`src/rtl/event_log_capture_pkg.sv`:
```
// Shared types for the event capture path and the monitor that decodes its output.
package event_log_capture_pkg;

    typedef enum logic [1:0] {
        SEV_INFO    = 2'd0,
        SEV_WARNING = 2'd1,
        SEV_ERROR   = 2'd2,
        SEV_FATAL   = 2'd3
    } severity_t;

    typedef enum logic [1:0] {
        LVL_NONE   = 2'd0,
        LVL_LOW    = 2'd1,
        LVL_MEDIUM = 2'd2,
        LVL_HIGH   = 2'd3
    } level_t;

    localparam int LOG_DATA_WIDTH = 32;
    localparam int LOG_TS_WIDTH   = 32;

    // Field order matches m_data for the default widths, so the monitor can cast directly.
    typedef struct packed {
        logic                      lost;
        severity_t                 severity;
        level_t                    level;
        logic [LOG_TS_WIDTH-1:0]   ts;
        logic [LOG_DATA_WIDTH-1:0] data;
    } log_entry_t;

    function automatic logic eventAccepted(input severity_t sev, input level_t lvl,
                                           input level_t thr);
        return (sev != SEV_INFO) || (thr >= lvl);
    endfunction

endpackage

```
`src/rtl/log_capture_fifo.sv`:
```
// Synchronous FIFO with a registered head: the head register always shows the oldest
// unpopped entry, loaded one edge after that entry became the oldest.
module log_capture_fifo #(
    parameter int WIDTH      = 8,
    parameter int DEPTH_LOG2 = 4
) (
    input  logic                  clk,
    input  logic                  resetn,
    input  logic                  push,
    input  logic [WIDTH-1:0]      pushData,
    input  logic                  popReady,
    output logic                  full,
    output logic                  popFire,
    output logic [DEPTH_LOG2:0]   level,
    output logic                  headValid,
    output logic [WIDTH-1:0]      headData
);

    localparam int DEPTH = 1 << DEPTH_LOG2;

    logic [WIDTH-1:0]    mem [DEPTH];
    logic [DEPTH_LOG2:0] wrPtr;
    logic [DEPTH_LOG2:0] rdPtr;
    logic [DEPTH_LOG2:0] rdPtrNext;
    logic                emptyAfterPop;

    // Valid/ready: a pop happens on headValid & popReady; headData is held while
    // headValid is high and the consumer stalls, and also while the FIFO is empty.
    assign popFire       = headValid & popReady;
    assign full          = (wrPtr[DEPTH_LOG2] != rdPtr[DEPTH_LOG2]) &&
                           (wrPtr[DEPTH_LOG2-1:0] == rdPtr[DEPTH_LOG2-1:0]);
    assign level         = wrPtr - rdPtr;
    assign rdPtrNext     = rdPtr + {{DEPTH_LOG2{1'b0}}, popFire};
    assign emptyAfterPop = (wrPtr == rdPtrNext);

    always_ff @(posedge clk) begin
        if (push) begin
            mem[wrPtr[DEPTH_LOG2-1:0]] <= pushData;
        end
    end

    // A push into a full FIFO with a pop reuses the slot just copied to the head.
    always_ff @(posedge clk or negedge resetn) begin
        if (!resetn) begin
            wrPtr     <= '0;
            rdPtr     <= '0;
            headValid <= 1'b0;
            headData  <= '0;
        end else begin
            if (push) begin
                wrPtr <= wrPtr + {{DEPTH_LOG2{1'b0}}, 1'b1};
            end
            rdPtr     <= rdPtrNext;
            headValid <= ~emptyAfterPop;
            if (!emptyAfterPop) begin
                headData <= mem[rdPtrNext[DEPTH_LOG2-1:0]];
            end
        end
    end

endmodule

```
`src/rtl/event_log_capture.sv`:
```
// Filters tagged events by verbosity, timestamps them and queues them for the log monitor;
// overflow is reported through a saturating drop counter and a lost marker on the next entry.
module event_log_capture
    import event_log_capture_pkg::*;
#(
    parameter int DATA_WIDTH = 32,
    parameter int TS_WIDTH   = 32,
    parameter int DEPTH_LOG2 = 4,
    parameter int DROP_WIDTH = 16
) (
    input  logic                           clk,
    input  logic                           resetn,
    input  logic [1:0]                     verbosity_thr,
    input  logic                           cnt_clr,
    input  logic                           ev_valid,
    input  logic [1:0]                     ev_severity,
    input  logic [1:0]                     ev_level,
    input  logic [DATA_WIDTH-1:0]          ev_data,
    output logic                           m_valid,
    input  logic                           m_ready,
    output logic [TS_WIDTH+DATA_WIDTH+4:0] m_data,
    output logic [DROP_WIDTH-1:0]          drop_count,
    output logic                           fatal_seen,
    output logic [DEPTH_LOG2:0]            fifo_level
);

    localparam int ENTRY_W = TS_WIDTH + DATA_WIDTH + 5;

    logic [TS_WIDTH-1:0] timestamp;
    logic                lostFlag;
    logic                fifoFull;
    logic                popFire;
    logic                accepted;
    logic                pushEn;
    logic                dropEv;
    logic [ENTRY_W-1:0]  pushEntry;

    assign accepted  = ev_valid & eventAccepted(severity_t'(ev_severity), level_t'(ev_level),
                                                level_t'(verbosity_thr));
    assign pushEn    = accepted & (~fifoFull | popFire);
    assign dropEv    = accepted & fifoFull & ~popFire;
    assign pushEntry = {lostFlag, ev_severity, ev_level, timestamp, ev_data};

    always_ff @(posedge clk or negedge resetn) begin
        if (!resetn) begin
            timestamp  <= '0;
            lostFlag   <= 1'b0;
            drop_count <= '0;
            fatal_seen <= 1'b0;
        end else begin
            timestamp <= cnt_clr ? '0 : timestamp + TS_WIDTH'(1);

            // The written entry carries the old flag, so it clears on the same edge.
            if (pushEn) begin
                lostFlag <= 1'b0;
            end else if (dropEv) begin
                lostFlag <= 1'b1;
            end

            if (cnt_clr) begin
                drop_count <= '0;
            end else if (dropEv && !(&drop_count)) begin
                drop_count <= drop_count + DROP_WIDTH'(1);
            end

            if (cnt_clr) begin
                fatal_seen <= 1'b0;
            end else if (pushEn && (severity_t'(ev_severity) == SEV_FATAL)) begin
                fatal_seen <= 1'b1;
            end
        end
    end

    log_capture_fifo #(
        .WIDTH      (ENTRY_W),
        .DEPTH_LOG2 (DEPTH_LOG2)
    ) uFifo (
        .clk       (clk),
        .resetn    (resetn),
        .push      (pushEn),
        .pushData  (pushEntry),
        .popReady  (m_ready),
        .full      (fifoFull),
        .popFire   (popFire),
        .level     (fifo_level),
        .headValid (m_valid),
        .headData  (m_data)
    );

endmodule
```
`config.mk`:
```
export PLATFORM = sky130hd
export DESIGN_NAME = event_log_capture
export DESIGN_NICKNAME = d
export VERILOG_FILES = /design/src/rtl/event_log_capture_pkg.sv /design/src/rtl/log_capture_fifo.sv /design/src/rtl/event_log_capture.sv
export SDC_FILE = /design/constraint.sdc
export NUM_CORES = 1
export LEC_CHECK = 0
export BUFFER_PORTS_ARGS = -buffer_cell sky130_fd_sc_hd__buf_4
export CORE_MARGIN = 4
export CORE_UTILIZATION = 45
export CTS_CLUSTER_SIZE = 30
export DETAILED_ROUTE_END_ITERATION = 10
export HOLD_SLACK_MARGIN = 0.05
export PLACE_DENSITY_LB_ADDON = 0.1
export SYNTH_ARGS = -nofsm -noshare
export SYNTH_HDL_FRONTEND = slang
export SYNTH_HIERARCHICAL = 1
export SYNTH_SLANG_ARGS = --single-unit
```
`constraint.sdc`:
```
create_clock -name clk -period 12.4 [get_ports clk]
set_input_delay 2.48 -clock clk [delete_from_list [all_inputs] [get_ports clk]]
set_output_delay 2.48 -clock clk [all_outputs]
set_load 0.03 [all_outputs]
```
==> out/summary.log <==
qor: routing.avgViaCountPerCell 5.70
qor: floorplanning.placementRows 119
qor: critical_path.timing.critical_path.from m_ready
qor: critical_path.timing.critical_path.buf_inv 3
qor: global_route.grt_antenna_before_repair 1
qor: critical_path.cp_slowest_stage_delay 940 ps
qor: pwr.power.static_leakage 18.6 nW
qor: hold_path.hold_start uFifo/wrPtr[4]
qor: routing.num_vias 22100
qor: sta.rsz0062_at_grt no
qor: synth.yosysTopAreaCell edfxtp_1
qor: floorplanning.start_util 45.4%
qor: critical_path.crit_chain buf_4 > and2_1 > ha_4 > ha_4 > buf_12 > buf_4 > mux4_2 > mux2i_1 > mux2i_1 > mux2_2
qor: critical_path.required 12980 ps
qor: finish.mostFrequentLayoutCells edfxtp_1 (1104), mux4_2 (276), mux2i_1 (208), buf_4 (166), clkbuf_16 (141)
qor: synth.yosys_warnings 6
qor: critical_path.critPathArrivalTime 6840 ps
qor: floorplanning.pin_count 135
qor: run.maxCapViolations 0
qor: synth.synth.lib_cells_used.distinct 45
qor: routing.detail-route-antenna-nets 0
qor: pwr.power.density 263 nW/µm²
qor: global_route.maximum_number_of_pins_on_one_net_before_global_route_repair 161
qor: synth.synth_cells 2168
qor: sta.finalClockSkew 22.3 ps
qor: sta.setup-tns-final 0 ps
qor: finish.layout.area.seq 36400 µm²
qor: synth.proportion_of_synthesized_chip_area_in_sequential_cells 76.1%
qor: routing.first_iteration_detailed_routing_drc_count 1659
qor: synth.proportion_of_netlist_area_held_by_the_largest_area_contributor 69.3%
qor: clock_tree.cts.repair.resized 0
qor: clock_tree.root_buffer clkbuf_16
qor: floorplanning.floorplan.die_area 112000 µm²
qor: hold_path.holdCritPathClass reg2reg
qor: synth.post_synth_instance_area 47800 µm²
qor: clock_tree.clock-sinks 1234
qor: sta.finalHoldViolations 0
qor: global_route.global_routing_usage_summed_across_all_routing_layers 19.8%
qor: critical_path.ff_to_ff_start uFifo/headValid
qor: synth.asyncSetResetFlopFracSynth 10.5%
qor: synth.number_of_synthesized_flops_with_an_enable_pin 1104
qor: synth.syn_area_per_cell 22.1 µm²
qor: critical_path.endpoint_kind flip-flop
qor: finish.drive_gt1_share 29.5%
qor: synth.yosys_register_bits 1234
qor: synth.post_synth_main_area_contributors edfxtp_1 (69%), mux4_2 (13%), dfrtp_1 (6.8%)
qor: clock_tree.clk_path_buf_depth 3
qor: sta.final_max_slew_viols 0
qor: sta.worst_slew_margin_rel 20.9%
qor: sta.worstMarginPinSlew 1190 ps
qor: global_route.grt_pass1_wl 160000 µm
qor: routing.drc_errors 0
qor: clock_tree.clock_insertion_delay_at_the_later_pin_of_the_skew_report 720 ps
qor: routing.wl 109000 µm
qor: critical_path.crit_family buffers and inverters
qor: clock_tree.cts_made_buffers 134
qor: place.placed_cells_incl_taps 3627
qor: sta.setup-violations-final 0
qor: clock_tree.cts_hold_buf 0
qor: clock_tree.cts_post_setup_buffers_inserted 0
qor: routing.wl_per_cell 28.2 µm
qor: clock_tree.clock_tree_from_tritoncts done
qor: critical_path.worst-path-max-fanout 160
qor: status.status completed
qor: critical_path.critical_path_top_delay_cell ha_4
qor: finish.design.final.nets 2430
qor: floorplanning.die_boundary_height 334 µm
qor: synth.synth_nets 2226
qor: place.portbufs 134
qor: global_route.grt_pass1_vias 23200
qor: clock_tree.cts.htree.levels 4
qor: sta.achievable-frequency 160 MHz
qor: synth.dominantRegCellSynth edfxtp_1
qor: clock_tree.clk_pin_slew 60 ps
qor: finish.layout.cells.most_common edfxtp_1
qor: finish.layout.cells.non_filler 3869
qor: finish.multi_input_comb_area 10900 µm²
qor: place.gp_routability_congestion 0.735
qor: floorplanning.placeableCoreArea 105000 µm²
qor: critical_path.setup.worst_path.class in2reg
qor: finish.num-fill-cells 8303
qor: place.detailed_place_hpwl 52800 µm
qor: sta.min_period_over_period 50.5%
qor: routing.drt-pass1-iter-count 5
qor: floorplanning.width_of_the_die 334 µm
qor: global_route.total_grt_overflow 0
qor: critical_path.critical_path.startpoint_type input pin
qor: pwr.irDropWorstVdd 0.000256 V
qor: finish.synthToLayoutAreaGrowth 14.3%
qor: sta.finalCriticalPeriod 6260 ps
[worst paths after layout]
| check | to | slack, ps | depth (start not counted) |
|---|---|---|---|
| worst max-delay path | uFifo/headData[46] | 6140 | 10 |
| worst min-delay path | uFifo/wrPtr[4] | 490 | 1 |
| worst max register to register | uFifo/headData[46] | 7620 | 9 |
| worst min register to register | uFifo/wrPtr[4] | 490 | 1 |
| max in group asynchronous | timestamp[12] | 9270 | 2 |
| min in group asynchronous | uFifo/headData[10] | 1800 | 1 |
[metrics by stage]
| step | utilization [%] | power, mW | worst slack, ps | hold WS, ps | instance area [µm²] |
|---|---|---|---|---|---|
| after floorplan | - | 9.28 | 3100 | 462 | 47800 |
| final | 51.9 | 14.4 | 6140 | 487 | 54700 |
| after global routing | 51.9 | 15.1 | 6000 | 499 | 54700 |
| after global placement | 47.9 | 10.7 | 5450 | 479 | 50500 |
| after detailed placement | 47.9 | 10.8 | 5410 | 481 | 50500 |
| after CTS | 51.9 | 14.6 | 6200 | 492 | 54700 |
[flip-flops by register name (all words and copies together), names as in the netlist]
name / cells
uFifo/headData: 69
uFifo/wrPtr: 5
lostFlag: 1
drop_count: 16
uFifo/headValid: 1
timestamp: 32
uFifo/mem: 1104
uFifo/rdPtr: 5
fatal_seen: 1
[cells by family (layout without fill, tap and decap cells)]
kind of cell / count (synthesis) / after routing / synth area share [%]
multiplexers: 555 / 555 / 19.0
AO/OA/AOI/OAI: 41 / 41 / 0.481
AND/OR/NAND/NOR: 163 / 163 / 1.92
buffers and inverters: 117 / 426 / 1.23
XOR/XNOR: 43 / 43 / 0.816
other: 0 / 1 / 0
adder cells (fa/ha/maj): 15 / 15 / 0.408
flip-flops: 1234 / 1234 / 76.1
[cell type report]
type | count | area share, %
clock buffer | 177 | 6.81
sequential | 1234 | 66.6
multi-input combinational | 817 | 20.0
clock inverter | 64 | 0.886
timing repair buffer | 171 | 2.45
inverter | 14 | 0.0961
tap | 1391 | 3.18
antenna | 1 | 0.00458
[Yosys cell counts, types with 2 or more instances]
library cell / number
edfxtp_1: 1104
mux4_2: 276
mux2i_1: 208
dfrtp_1: 130
mux2_2: 71
buf_2: 49
nor2_1: 43
xor2_1: 24
clkbuf_1: 23
nand2_1: 23
a21oi_1: 18
xnor2_1: 18
buf_4: 17
nand3_1: 17
o21ai_0: 17
nand4_1: 15
or3_1: 15
ha_1: 14
inv_1: 14
and2_1: 13
buf_1: 11
and4_1: 5
nor4_1: 5
and3_1: 4
buf_6: 3
nand2b_1: 3
nor2b_1: 3
nor3_1: 3
nor3b_1: 3
a21o_1: 2
nor4_4: 2
or4_1: 2
[routing by layer]
metal  part of all wire, %  global-route usage [%]  vias to the layer above
li1                      -                       -                     9396
met1                    44                    28.1                    12000
met2                    50                    32.8                      518
met3                   4.4                    2.94                      134
met4                   1.5                    4.64                        2
met5                 0.012                       0                        -
[worst reg2reg max path, cell delays in order, from the launching register on]
cell     delay (ps)
dfrtp_1         370
and2_1          280
ha_4            230
ha_4            940
buf_12          830
buf_4          1020
mux4_2          450
mux2i_1         170
mux2i_1         100
mux2_2          280
[report_power, final]
| group | switching [mW] | internal (mW) |
|---|---|---|
| registers | 0.192 | 5.02 |
| clock network | 1.55 | 2.25 |
| logic | 2.78 | 2.56 |
| total | 4.52 | 9.84 |
No activity file was read; power rests on OpenSTA's default activity.
